**src/rtl/mem_access_ctrl_if.sv**
```systemverilog
// Request/response bus for mem_access_ctrl. The master issues accesses and
// the slave (the controller) answers with a single-cycle completion pulse.
interface mem_access_ctrl_if #(
    parameter int ADDR_W = 20,
    parameter int DATA_W = 10
);
    logic                  req_valid;
    logic                  req_ready;
    logic                  req_write;
    logic                  req_dbl;
    logic [ADDR_W-1:0]     req_addr;
    logic [2*DATA_W-1:0]   req_wdata;
    logic                  rsp_valid;
    logic [2*DATA_W-1:0]   rsp_rdata;
    logic                  rsp_err;

    modport master (
        output req_valid, req_write, req_dbl, req_addr, req_wdata,
        input  req_ready, rsp_valid, rsp_rdata, rsp_err
    );

    modport slave (
        input  req_valid, req_write, req_dbl, req_addr, req_wdata,
        output req_ready, rsp_valid, rsp_rdata, rsp_err
    );
endinterface

```
**src/rtl/mem_access_ctrl.sv**
```systemverilog
// Sequences 1- or 2-word reads/writes onto a single-port memory that reads at
// posedge and writes at negedge; every memory-side output is a posedge register.
module mem_access_ctrl #(
    parameter int ADDR_W    = 20,
    parameter int DATA_W    = 10,
    parameter int MEM_DEPTH = 21504
) (
    input  logic              clk,
    input  logic              rst_n,
    mem_access_ctrl_if.slave  bus,
    output logic [ADDR_W-1:0] mem_addr,
    output logic              mem_row,
    output logic [DATA_W-1:0] mem_wdata,
    input  logic [DATA_W-1:0] mem_rdata
);

    localparam logic [ADDR_W:0] DEPTH = (ADDR_W+1)'(MEM_DEPTH);

    typedef enum logic [2:0] {IDLE, RD1, RD2, RD3, WR1, WR2} state_t;

    state_t              state, state_d;
    logic                dbl_q, dbl_d;
    logic [ADDR_W-1:0]   addr_inc, addr_inc_q, addr_inc_d;
    logic [DATA_W-1:0]   wlo_q, wlo_d;
    logic [DATA_W-1:0]   rd_hi_q, rd_hi_d;
    logic                wr_pend, wr_pend_d;
    logic [ADDR_W-1:0]   mem_addr_d;
    logic                mem_row_d;
    logic [DATA_W-1:0]   mem_wdata_d;
    logic                rsp_valid_q, rsp_valid_d;
    logic                rsp_err_q, rsp_err_d;
    logic [2*DATA_W-1:0] rsp_rdata_q, rsp_rdata_d;
    logic                range_err;

    assign addr_inc  = bus.req_addr + ADDR_W'(1);
    assign range_err = ({1'b0, bus.req_addr} >= DEPTH) ||
                       (bus.req_dbl && ({1'b0, addr_inc} >= DEPTH));

    // A finished write holds off new requests for one IDLE cycle while its
    // completion pulse goes out, so writes and reads share the same latency.
    assign bus.req_ready = (state == IDLE) && !wr_pend;
    assign bus.rsp_valid = rsp_valid_q;
    assign bus.rsp_err   = rsp_err_q;
    assign bus.rsp_rdata = rsp_rdata_q;

    always_ff @(posedge clk or negedge rst_n) begin
        if (!rst_n) state <= IDLE;
        else        state <= state_d;
    end

    always_comb begin
        state_d     = state;
        dbl_d       = dbl_q;
        addr_inc_d  = addr_inc_q;
        wlo_d       = wlo_q;
        rd_hi_d     = rd_hi_q;
        wr_pend_d   = 1'b0;
        mem_addr_d  = mem_addr;
        mem_row_d   = 1'b0;
        mem_wdata_d = mem_wdata;
        rsp_valid_d = 1'b0;
        rsp_err_d   = 1'b0;
        rsp_rdata_d = rsp_rdata_q;

        case (state)
            IDLE: begin
                if (wr_pend) begin
                    rsp_valid_d = 1'b1;
                end else if (bus.req_valid) begin
                    if (range_err) begin
                        rsp_valid_d = 1'b1;
                        rsp_err_d   = 1'b1;
                        rsp_rdata_d = '0;
                    end else begin
                        dbl_d      = bus.req_dbl;
                        addr_inc_d = addr_inc;
                        wlo_d      = bus.req_wdata[DATA_W-1:0];
                        mem_addr_d = bus.req_addr;
                        if (bus.req_write) begin
                            state_d     = WR1;
                            mem_row_d   = 1'b1;
                            mem_wdata_d = bus.req_dbl ? bus.req_wdata[2*DATA_W-1:DATA_W]
                                                      : bus.req_wdata[DATA_W-1:0];
                        end else begin
                            state_d = RD1;
                        end
                    end
                end
            end
            RD1: begin
                if (dbl_q) begin
                    mem_addr_d = addr_inc_q;
                    state_d    = RD2;
                end else begin
                    state_d = RD3;
                end
            end
            RD2: begin
                rd_hi_d = mem_rdata;
                state_d = RD3;
            end
            RD3: begin
                rsp_rdata_d = dbl_q ? {rd_hi_q, mem_rdata} : {{DATA_W{1'b0}}, mem_rdata};
                rsp_valid_d = 1'b1;
                state_d     = IDLE;
            end
            WR1: begin
                if (dbl_q) begin
                    mem_addr_d  = addr_inc_q;
                    mem_row_d   = 1'b1;
                    mem_wdata_d = wlo_q;
                    state_d     = WR2;
                end else begin
                    wr_pend_d = 1'b1;
                    state_d   = IDLE;
                end
            end
            WR2: begin
                wr_pend_d = 1'b1;
                state_d   = IDLE;
            end
            default: state_d = IDLE;
        endcase
    end

    // Asynchronous reset drops mem_row at once, cancelling any pending negedge write.
    always_ff @(posedge clk or negedge rst_n) begin
        if (!rst_n) begin
            dbl_q       <= 1'b0;
            addr_inc_q  <= '0;
            wlo_q       <= '0;
            rd_hi_q     <= '0;
            wr_pend     <= 1'b0;
            mem_addr    <= '0;
            mem_row     <= 1'b0;
            mem_wdata   <= '0;
            rsp_valid_q <= 1'b0;
            rsp_err_q   <= 1'b0;
            rsp_rdata_q <= '0;
        end else begin
            dbl_q       <= dbl_d;
            addr_inc_q  <= addr_inc_d;
            wlo_q       <= wlo_d;
            rd_hi_q     <= rd_hi_d;
            wr_pend     <= wr_pend_d;
            mem_addr    <= mem_addr_d;
            mem_row     <= mem_row_d;
            mem_wdata   <= mem_wdata_d;
            rsp_valid_q <= rsp_valid_d;
            rsp_err_q   <= rsp_err_d;
            rsp_rdata_q <= rsp_rdata_d;
        end
    end

endmodule

```
**src/flat_wrapper.sv**
```systemverilog
// flat-port wrapper written by rule: the top's interface ports become plain ports
module mem_access_ctrl_flat 
#(
    parameter int ADDR_W    = 20,
    parameter int DATA_W    = 10,
    parameter int MEM_DEPTH = 21504
)
  (clk, rst_n, mem_addr, mem_row, mem_wdata, mem_rdata, bus_req_valid, bus_req_write, bus_req_dbl, bus_req_addr, bus_req_wdata, bus_req_ready, bus_rsp_valid, bus_rsp_rdata, bus_rsp_err);
  mem_access_ctrl_if #(.ADDR_W(ADDR_W), .DATA_W(DATA_W)) bus_i ();
  input  logic clk;
  input  logic rst_n;
  output logic [ADDR_W-1:0] mem_addr;
  output logic mem_row;
  output logic [DATA_W-1:0] mem_wdata;
  input  logic [DATA_W-1:0] mem_rdata;
  input wire logic [$bits(bus_i.req_valid)-1:0] bus_req_valid;
  input wire logic [$bits(bus_i.req_write)-1:0] bus_req_write;
  input wire logic [$bits(bus_i.req_dbl)-1:0] bus_req_dbl;
  input wire logic [$bits(bus_i.req_addr)-1:0] bus_req_addr;
  input wire logic [$bits(bus_i.req_wdata)-1:0] bus_req_wdata;
  output wire logic [$bits(bus_i.req_ready)-1:0] bus_req_ready;
  output wire logic [$bits(bus_i.rsp_valid)-1:0] bus_rsp_valid;
  output wire logic [$bits(bus_i.rsp_rdata)-1:0] bus_rsp_rdata;
  output wire logic [$bits(bus_i.rsp_err)-1:0] bus_rsp_err;
  assign bus_i.req_valid = bus_req_valid;
  assign bus_i.req_write = bus_req_write;
  assign bus_i.req_dbl = bus_req_dbl;
  assign bus_i.req_addr = bus_req_addr;
  assign bus_i.req_wdata = bus_req_wdata;
  assign bus_req_ready = bus_i.req_ready;
  assign bus_rsp_valid = bus_i.rsp_valid;
  assign bus_rsp_rdata = bus_i.rsp_rdata;
  assign bus_rsp_err = bus_i.rsp_err;
  mem_access_ctrl #(.ADDR_W(ADDR_W), .DATA_W(DATA_W), .MEM_DEPTH(MEM_DEPTH)) u_core (.clk(clk), .rst_n(rst_n), .bus(bus_i), .mem_addr(mem_addr), .mem_row(mem_row), .mem_wdata(mem_wdata), .mem_rdata(mem_rdata));
endmodule
```
**config.mk**
```make
export PLATFORM = sky130hd
export DESIGN_NAME = mem_access_ctrl_flat
export DESIGN_NICKNAME = d
export VERILOG_FILES = /design/src/rtl/mem_access_ctrl_if.sv /design/src/rtl/mem_access_ctrl.sv /design/src/flat_wrapper.sv
export SDC_FILE = /design/constraint.sdc
export NUM_CORES = 1
export LEC_CHECK = 0
export CAP_MARGIN = 10
export CORE_ASPECT_RATIO = 2
export CORE_MARGIN = 3
export CORE_UTILIZATION = 40
export CTS_CLUSTER_DIAMETER = 80
export CTS_CLUSTER_SIZE = 40
export DETAILED_ROUTE_END_ITERATION = 10
export PLACE_DENSITY = 0.66
export SYNTH_ARGS = -nofsm -noshare
export SYNTH_HDL_FRONTEND = slang
export SYNTH_SLANG_ARGS = --single-unit
```
**constraint.sdc**
```tcl
create_clock -name clk -period 2.3 [get_ports clk]
set_input_delay 0.69 -clock clk [delete_from_list [all_inputs] [get_ports clk]]
set_output_delay 0.69 -clock clk [all_outputs]
set_load 0.1 [all_outputs]
```
After elaboration in Yosys (flattened, before gate mapping)
Index checks and enable logic that the tools add are counted. W data, S select, Z words.

Add/subtract/negate cells: 1. Bitwise gates (word level): 2. Order comparisons: 2. Muxes and demuxes: 38. Reductions and logical operators: 14. Eq/ne operators: 12.

Operator list (count): $mux W20 (8); $pmux W20 S2 (2); $mux W10 (6); $ge A20 B15 Y1 const B (2); $add A20 B1 Y20 const B (1); $pmux W10 S2 (1); $mux W3 (5); $mux W1 (12); $pmux W3 S4 (1); $ne A2 B2 Y1 const B (4); $reduce_and A4 Y1 (2); $eq A3 B2 Y1 const B (2); $eq A3 B3 Y1 const B (2); $ne A2 B1 Y1 const B (3); $pmux W1 S2 (3); $reduce_and A6 Y1 (1); $reduce_bool A2 Y1 (3); $reduce_and A5 Y1 (1); $eq A3 B1 Y1 const B (1); $logic_not A3 Y1 (1); $reduce_and A3 Y1 (1); $logic_and A1 B1 Y1 (2); $not A1 Y1 (2); $reduce_or A2 Y1 (1); 2 further kinds (2).

Logic and storage cells: 81. Bits of input ports: 55. Register bits: 98. Output and inout bits: 54.

Depth between registers and ports, before layout
Gate-level depths: netlist (run 1).

Word-level depth: 8. Gate-level depth with buffers: 10. Mapped depth without buffers: 8.

Least setup slack after synthesis (run 1)
OpenSTA, ideal clock, no wires.

Path kind: register -> output. Start: register u_core.state[1]. End: output port bus_req_ready. Data required time: 1.610 ns. Slack: -0.561 ns. Stages on the path, launching flop included: 4. Arrival: 2.171 ns. Buffers on the path: 1. Cell sequence: dfrtp_1 > clkbuf_1 > or3_1 > nor2_1.

Word-level cells in the longest chain between the ends: 2.

RTL lines: start, declared (line mem_access_ctrl.sv:21) `state_t state, state_d;`; start signal, assigned (line mem_access_ctrl.sv:48) `else state <= state_d;`; $logic_not A3 Y1 (line mem_access_ctrl.sv:41) `assign bus.req_ready = (state == IDLE) && !wr_pend;`; $logic_and A1 B1 Y1 (line mem_access_ctrl.sv:41); end, declared (line flat_wrapper.sv:21) `output wire logic [$bits(bus_i.req_ready)-1:0] bus_req_ready;`.

No other way between the ends.

Worst setup path after layout (run 1)
Start: input port bus_req_addr[1]. End: register u_core.mem_wdata[7].

Word-level cells in the longest chain between the ends: 6. Elaborated cells between the ends (all ways): 7. Those cells by class: 1 x add/sub; 2 x order compare; 1 x eq/ne; 3 x reduce/logical.

RTL lines: start, declared (line flat_wrapper.sv:19) `input wire logic [$bits(bus_i.req_addr)-1:0] bus_req_addr;`; $add A20 B1 Y20 (line mem_access_ctrl.sv:35) `assign addr_inc = bus.req_addr + ADDR_W'(1);`; $ge A20 B15 Y1 (line mem_access_ctrl.sv:37) `(bus.req_dbl && ({1'b0, addr_inc} >= DEPTH));`; $logic_and A1 B1 Y1 (line mem_access_ctrl.sv:37); $logic_or A1 B1 Y1 (*) (line mem_access_ctrl.sv:36) `assign range_err = ({1'b0, bus.req_addr} >= DEPTH) ||`; $ne A2 B2 Y1 (no source line) (*); $reduce_and A6 Y1 (no source line) (*); end signal, assigned (line mem_access_ctrl.sv:148) `mem_wdata <= mem_wdata_d;`; end, declared (line mem_access_ctrl.sv:13) `output logic [DATA_W-1:0] mem_wdata,`.

Every way passes the cells marked *; elsewhere a longest branch is shown, timed or not. A chain may end at the register's enable or synchronous reset.

==> flow_summary.toml, run 1 <==
[worst_setup_path]
critPathLaunchType = "input port"
cp_cell_sequence = "buf_8 -> buf_6 -> and4_4 -> xnor2_2 -> and3_1 -> o31a_1 -> buf_4 -> o211ai_2 -> a21boi_4 -> clkbuf_16 -> mux2_4"
crit_path_max_fanout = 5
required_ns = 2.53
endpoint_kind = "flop"
worst-path-buf-inv = 4
criticalPathCategory = "input port to flop"
worst_path_largest_cell_delay_ns = 0.32
crit_family = "compound AO/OA/AOI/OAI gates"
slowest_stage = "o31a_1"
rrSetupSlack_ns = 0.22
arrival_ns = 2.72

[grt]
grt_max_degree = 99
grt_pass1_vias = 3651
grt_antenna_before_repair = 0
grt_pass1_wl_mm = 17.9
grt_usage_pct = 18.7
grt_overflow = 0

[hold_path]
hold_path.class = "input port to async pin"

[timing]
slew_headroom_pct = 61.2
finalCritPeriodShare_pct = 108
rsz0062_at_grt = "true"
finalSetupTns_ns = -9.76
post-route-min-period_ns = 2.49
hold_viol_final = 0
fmax_mhz = 401
setup_slack_ns = -0.192
worst_pin_slew_ns = 0.582
maxSlewViolCount = 0
setup_viol = 83
skew_ns = 0.00690

[logic_synthesis]
synth.distinct_cells = 39
yosys.area.top_type = "dfrtp_1"
syn_nets = 482
avgSynthCellArea_um2 = 10.7
syn_inst = 425
ys_seq_area_share_pct = 54.1
synth.area.top_cells = "dfrtp_1, mux2i_1, mux2_2, o21ai_0, nand2_1"
yosysTopAreaCellShare_pct = 54.1
ys_ff_latch = 98
synth_area_mm2 = 0.00453
synth_edf_count = 0
async_reset_ff_share_pct = 100
yosys_warnings = 0
synth_top_flop_cell = "dfrtp_1"

[drt]
vias = 3803
first_iter_violations = 214
ant_nets = 0
drt-vias-per-instance = 5.15
routed_wl_mm = 12.7
drc = 0
firstDrtPassIters = 4
wl_per_cell_um = 17.2

[clocking]
cts_tree = "yes"
cts_buffers = 9
cts.htree.levels = 3
clock_latency_ns = 0.34
cts-root-buf = "clkbuf_16"
clk_path_buf_depth = 2
cts.sinks = 98
clkTransAtPathRegs_ns = 0.07

[floorplanning]
io_pins = 109
dieArea_mm2 = 0.0127
floorplan.die.height_um = 157
start_util_pct = 41.1
core-area_mm2 = 0.0110
die_w_um = 81.3
fp-row-count = 54

[run]
maxCapViolCount = 0

[power_and_ir_drop]
p_per_area_mw_per_mm2 = 1200
power.switching_mw = 4.16
ir_worst_vdd_mv = 1.00
swShare_pct = 48.8
p_int_mw = 4.36
p_comb_share_pct = 53.3
clockPowerShare_pct = 16.6
p_leak_nw = 3.32
pwr-share-seq_pct = 30.0

[final_layout]
drive_gt1_share_pct = 46.1
nets = 651
mostFrequentLayoutCells = "buf_4, dfrtp_1, nand2_1"
insertedDiodeCount = 0
postLayoutCellArea_mm2 = 0.00708
final_common_cell = "buf_4"
syn_to_final_growth_pct = 56.2

[run_status]
status = "complete, but fails checks"
violations = "setup timing"

[place]
dpl.hpwl_mm = 8.26
gp_congestion = 0.868
placed_area_mm2 = 0.00604
numPortBuffers = 108
-- cell usage after synthesis (all sizes together) (3+ instances only) --
cell type and count:
inv 4, nand3 15, nand4 4, a21oi 17, clkbuf 18, and4 3, mux2i 30, dfrtp 98
nor2 24, nor3 5, nand2b 3, mux2 34, buf 9, o21ai 53, nor2b 6, xnor2 7
nand2 66, xor2 9, and3 3
-- power by group through the flow --
stage | clock network [mW] | logic [mW] | registers, mW
floorplan | 0 | 1.15 | 4.36
global placement | 0 | 4.03 | 2.51
detailed placement | 0 | 4.08 | 2.54
CTS | 1.46 | 4.10 | 2.51
global route | 1.52 | 4.75 | 2.60
finish | 1.42 | 4.55 | 2.56
-- state kept, by name, summed over array words and instances, names as in the netlist --
name,cells
u_core.mem_wdata,10
u_core.bus.rsp_err,1
u_core.dbl_q,1
u_core.state,3
u_core.bus.rsp_rdata,20
u_core.wlo_q,10
u_core.mem_row,1
u_core.addr_inc_q,20
u_core.bus.rsp_valid,1
u_core.mem_addr,20
u_core.wr_pend,1
u_core.rd_hi_q,10
-- final cells by class --
cell class,count,area [um2]
Sequential cell,98,2450
Multi-Input combinational cell,296,2370
Inverter,4,15.0
Clock inverter,6,41.3
Timing Repair Buffer,185,1790
Tap cell,140,175
Clock buffer,10,239
Fill cell,871,3940
-- path summary, 6_finish.rpt --
path	start	to	depth (start not counted)
max in group asynchronous	rst_n	u_core.wlo_q[1]	2
worst max register to register	u_core.state[2]	u_core.mem_addr[11]	9
worst min register to register	u_core.mem_addr[8]	u_core.mem_addr[8]	2
min in group clk	u_core.mem_addr[8]	u_core.mem_addr[8]	2
worst max-delay path	bus_req_addr[1]	u_core.mem_wdata[7]	11
worst min-delay path	rst_n	u_core.addr_inc_q[11]	2
-- through the flow --
stage	cells	power, mW	setup slack, ns	util [%]	hold WS, ns
detailed placement	690	6.62	-1.06	54.9	0.472
global placement	690	6.55	-0.982	54.9	0.467
floorplan	425	5.51	-0.208	-	0.394
finish	739	8.52	-0.192	64.3	0.394
CTS	720	8.07	-0.171	59.2	0.411
global route	739	8.88	-0.253	64.3	0.426
-- layer usage --
metal / track usage (%) / routed length (um) / vias to the layer above
met5: 0 / 0 / -
met4: 8.86 / 530 / 0
met3: 4.32 / 572 / 30
met2: 33.1 / 7090 / 121
met1: 20.3 / 4540 / 1861
li1: - / - / 1791
-- logic make-up (layout without fill, tap and decap cells) --
| family | Yosys count | after routing | synth area share, % |
|---|---|---|---|
| AOI/OAI and AO/OA | 77 | 77 | 9.39 |
| xor gates and xnor gates | 16 | 16 | 3.09 |
| adders and majority gates | 2 | 2 | 0.552 |
| buffers and inverters | 31 | 205 | 3.42 |
| DFF | 98 | 98 | 54.1 |
| muxes | 64 | 64 | 15.7 |
| and+or+nand+nor | 137 | 137 | 13.7 |
-- repair_timing --
action                     in CTS  in global routing
resized for setup              74                129
pin swaps                      14                 40
hold buffers                    0                  0
setup endpoints to repair      87                 66
buffers inserted               12                 12
gates cloned                    2                  7
Power figures use the tool's default switching activity.
==> run 2, diff against run 1 <==
- clock period: 2.3 -> 3.15 ns (I/O delays scaled with it)
==> run 2 against run 1 <==
Against the previous run:
- global-route usage is 0.58 points lower
- total power is 33% lower
- combinational power shrank 37%
- critical path type unchanged
- cell count is 4.3% lower
- the flow now finishes without violations
==> flow_summary.toml, run 2 (synthesized netlist as in run 1, its figures left out) <==
[drt]
met1_length_mm = 4.10
wl_per_cell_um = 15.6
routed.top_layer = "met4"
drc = 0
first_iter_violations = 157
wl_met2_mm = 6.32
drt-vias-per-instance = 5.03
ant_nets = 0
firstDrtPassIters = 4
met3WireLength_um = 386
routed_wl_mm = 11.0
vias = 3554

[floorplanning]
die_w_um = 81.3
floorplan.die.height_um = 157
io_pins = 109
core-area_mm2 = 0.0110
start_util_pct = 41.1
dieArea_mm2 = 0.0127
fp-row-count = 54

[clocking]
cts_tree = "yes"
cts_buffers = 9
clkTransAtPathRegs_ns = 0.06
cts_setup_buffers = 0
clock_latency_ns = 0.34
clk_path_buf_depth = 2
cts.htree.levels = 3
cts-root-buf = "clkbuf_16"
cts_hold_buf = 0
cts.sinks = 98

[grt]
grt_overflow = 0
grt_pass1_vias = 3546
grt_antenna_before_repair = 0
grt_max_degree = 55
grt_usage_pct = 18.1
grt_pass1_wl_mm = 17.5

[power_and_ir_drop]
power_mw = 5.74
p_per_area_mw_per_mm2 = 917
p_leak_nw = 2.95
ir_worst_vdd_mv = 0.648

[timing]
finalCritPeriodShare_pct = 97.7
finalSetupTns_ns = 0
post-route-min-period_ns = 3.08
slew_headroom_pct = 43.4
skew_ns = 0.00852
setup_viol = 0
hold_viol_final = 0
setup_slack_ns = 0.0721
fmax_mhz = 325
maxSlewViolCount = 0
worst_pin_slew_ns = 0.845

[worst_setup_path]
endpoint_kind = "flop"
arrival_ns = 3.30
criticalPathCategory = "input port to flop"
critPathLaunchType = "input port"
required_ns = 3.37
crit_path_max_fanout = 12

[run_status]
status = "finished, final reports clean"

[run]
maxCapViolCount = 0

[final_layout]
final_common_cell = "dfrtp_1"
syn_to_final_growth_pct = 38.1
final_util_pct = 56.8
instances_no_fill = 707
mostFrequentLayoutCells = "dfrtp_1, buf_4, nand2_1"
insertedDiodeCount = 0
drive_gt1_share_pct = 28.6
nets = 619

[place]
place_inst = 691
dpl.hpwl_mm = 8.13
numPortBuffers = 108
dp_slack_ns = -0.406
gp_congestion = 0.809

[hold_path]
hold_path.class = "flop to flop"
-- run 2: changes by cell type in the layout (fill, tap and decap cells not counted), sizes merged --
cell and delta:
buf -38, clkbuf -6, clkdlybuf4s50 +13, clkinv -2, clkinvlp +1, dlygate4sd2 -3, dlymetal6s2s +2, inv +1
-- run 2: report_power, final --
part	internal [mW]	total [mW]	switching, mW
Combinational	0.765	2.86	2.10
Sequential	1.61	1.83	0.225
Clock	0.559	1.04	0.483
Total	2.93	5.74	2.81
-- run 2: through the flow --
step / area, um2 / hold WS (ns)
floorplan: 4530 / 0.464
global placement: 5950 / 0.462
detailed placement: 5950 / 0.471
CTS: 6240 / 0.486
global route: 6260 / 0.510
finish: 6260 / 0.482
-- run 2: repair_timing --
action / 4_1_cts / 5_1_grt
pin swaps: 0 / 1
resized for setup: 2 / 7
endpoints found under the setup margin: 10 / 52
-- run 2: worst max-delay path, stage by stage --
cell	delay, ns
clkdlybuf4s50_1	0.44
buf_4	0.16
and4_2	0.26
xnor2_1	0.13
and3_1	0.18
o31a_1	0.33
o211ai_2	0.17
a21boi_4	0.21
buf_12	0.15
mux2_2	0.34
-- run 2: layout make-up --
type | count | area [um2]
Fill cell | 983 | 4750
Multi-Input combinational cell | 296 | 1960
Timing Repair Buffer | 153 | 1370
Tap cell | 140 | 175
Inverter | 4 | 15.0
Clock buffer | 10 | 239
Clock inverter | 6 | 40.0
Sequential cell | 98 | 2450
-- run 2: final timing paths --
check,cells after the start,startpoint,to,slack (ns)
min in group asynchronous,1,rst_n,u_core.mem_addr[6],0.51
worst min-delay path,2,u_core.mem_addr[12],u_core.mem_addr[12],0.48
worst min register to register,2,u_core.mem_addr[12],u_core.mem_addr[12],0.48
worst max register to register,8,u_core.state[2],u_core.mem_addr[3],0.99
max in group asynchronous,2,rst_n,u_core.state[1],2.03
worst max-delay path,10,bus_req_addr[1],u_core.mem_wdata[0],0.07
-- run 2: routing by layer --
metal	global-route usage [%]	vias up
li1	-	1734
met1	20.2	1739
met2	33.1	65
met3	2.94	16
met4	7.25	0
met5	0	-
==> run 3, diff against run 2 <==
- SLEW_MARGIN: not set -> 15
==> results of run 3 <==
The final DEF is identical to that of run 2; final timing and power are the same.
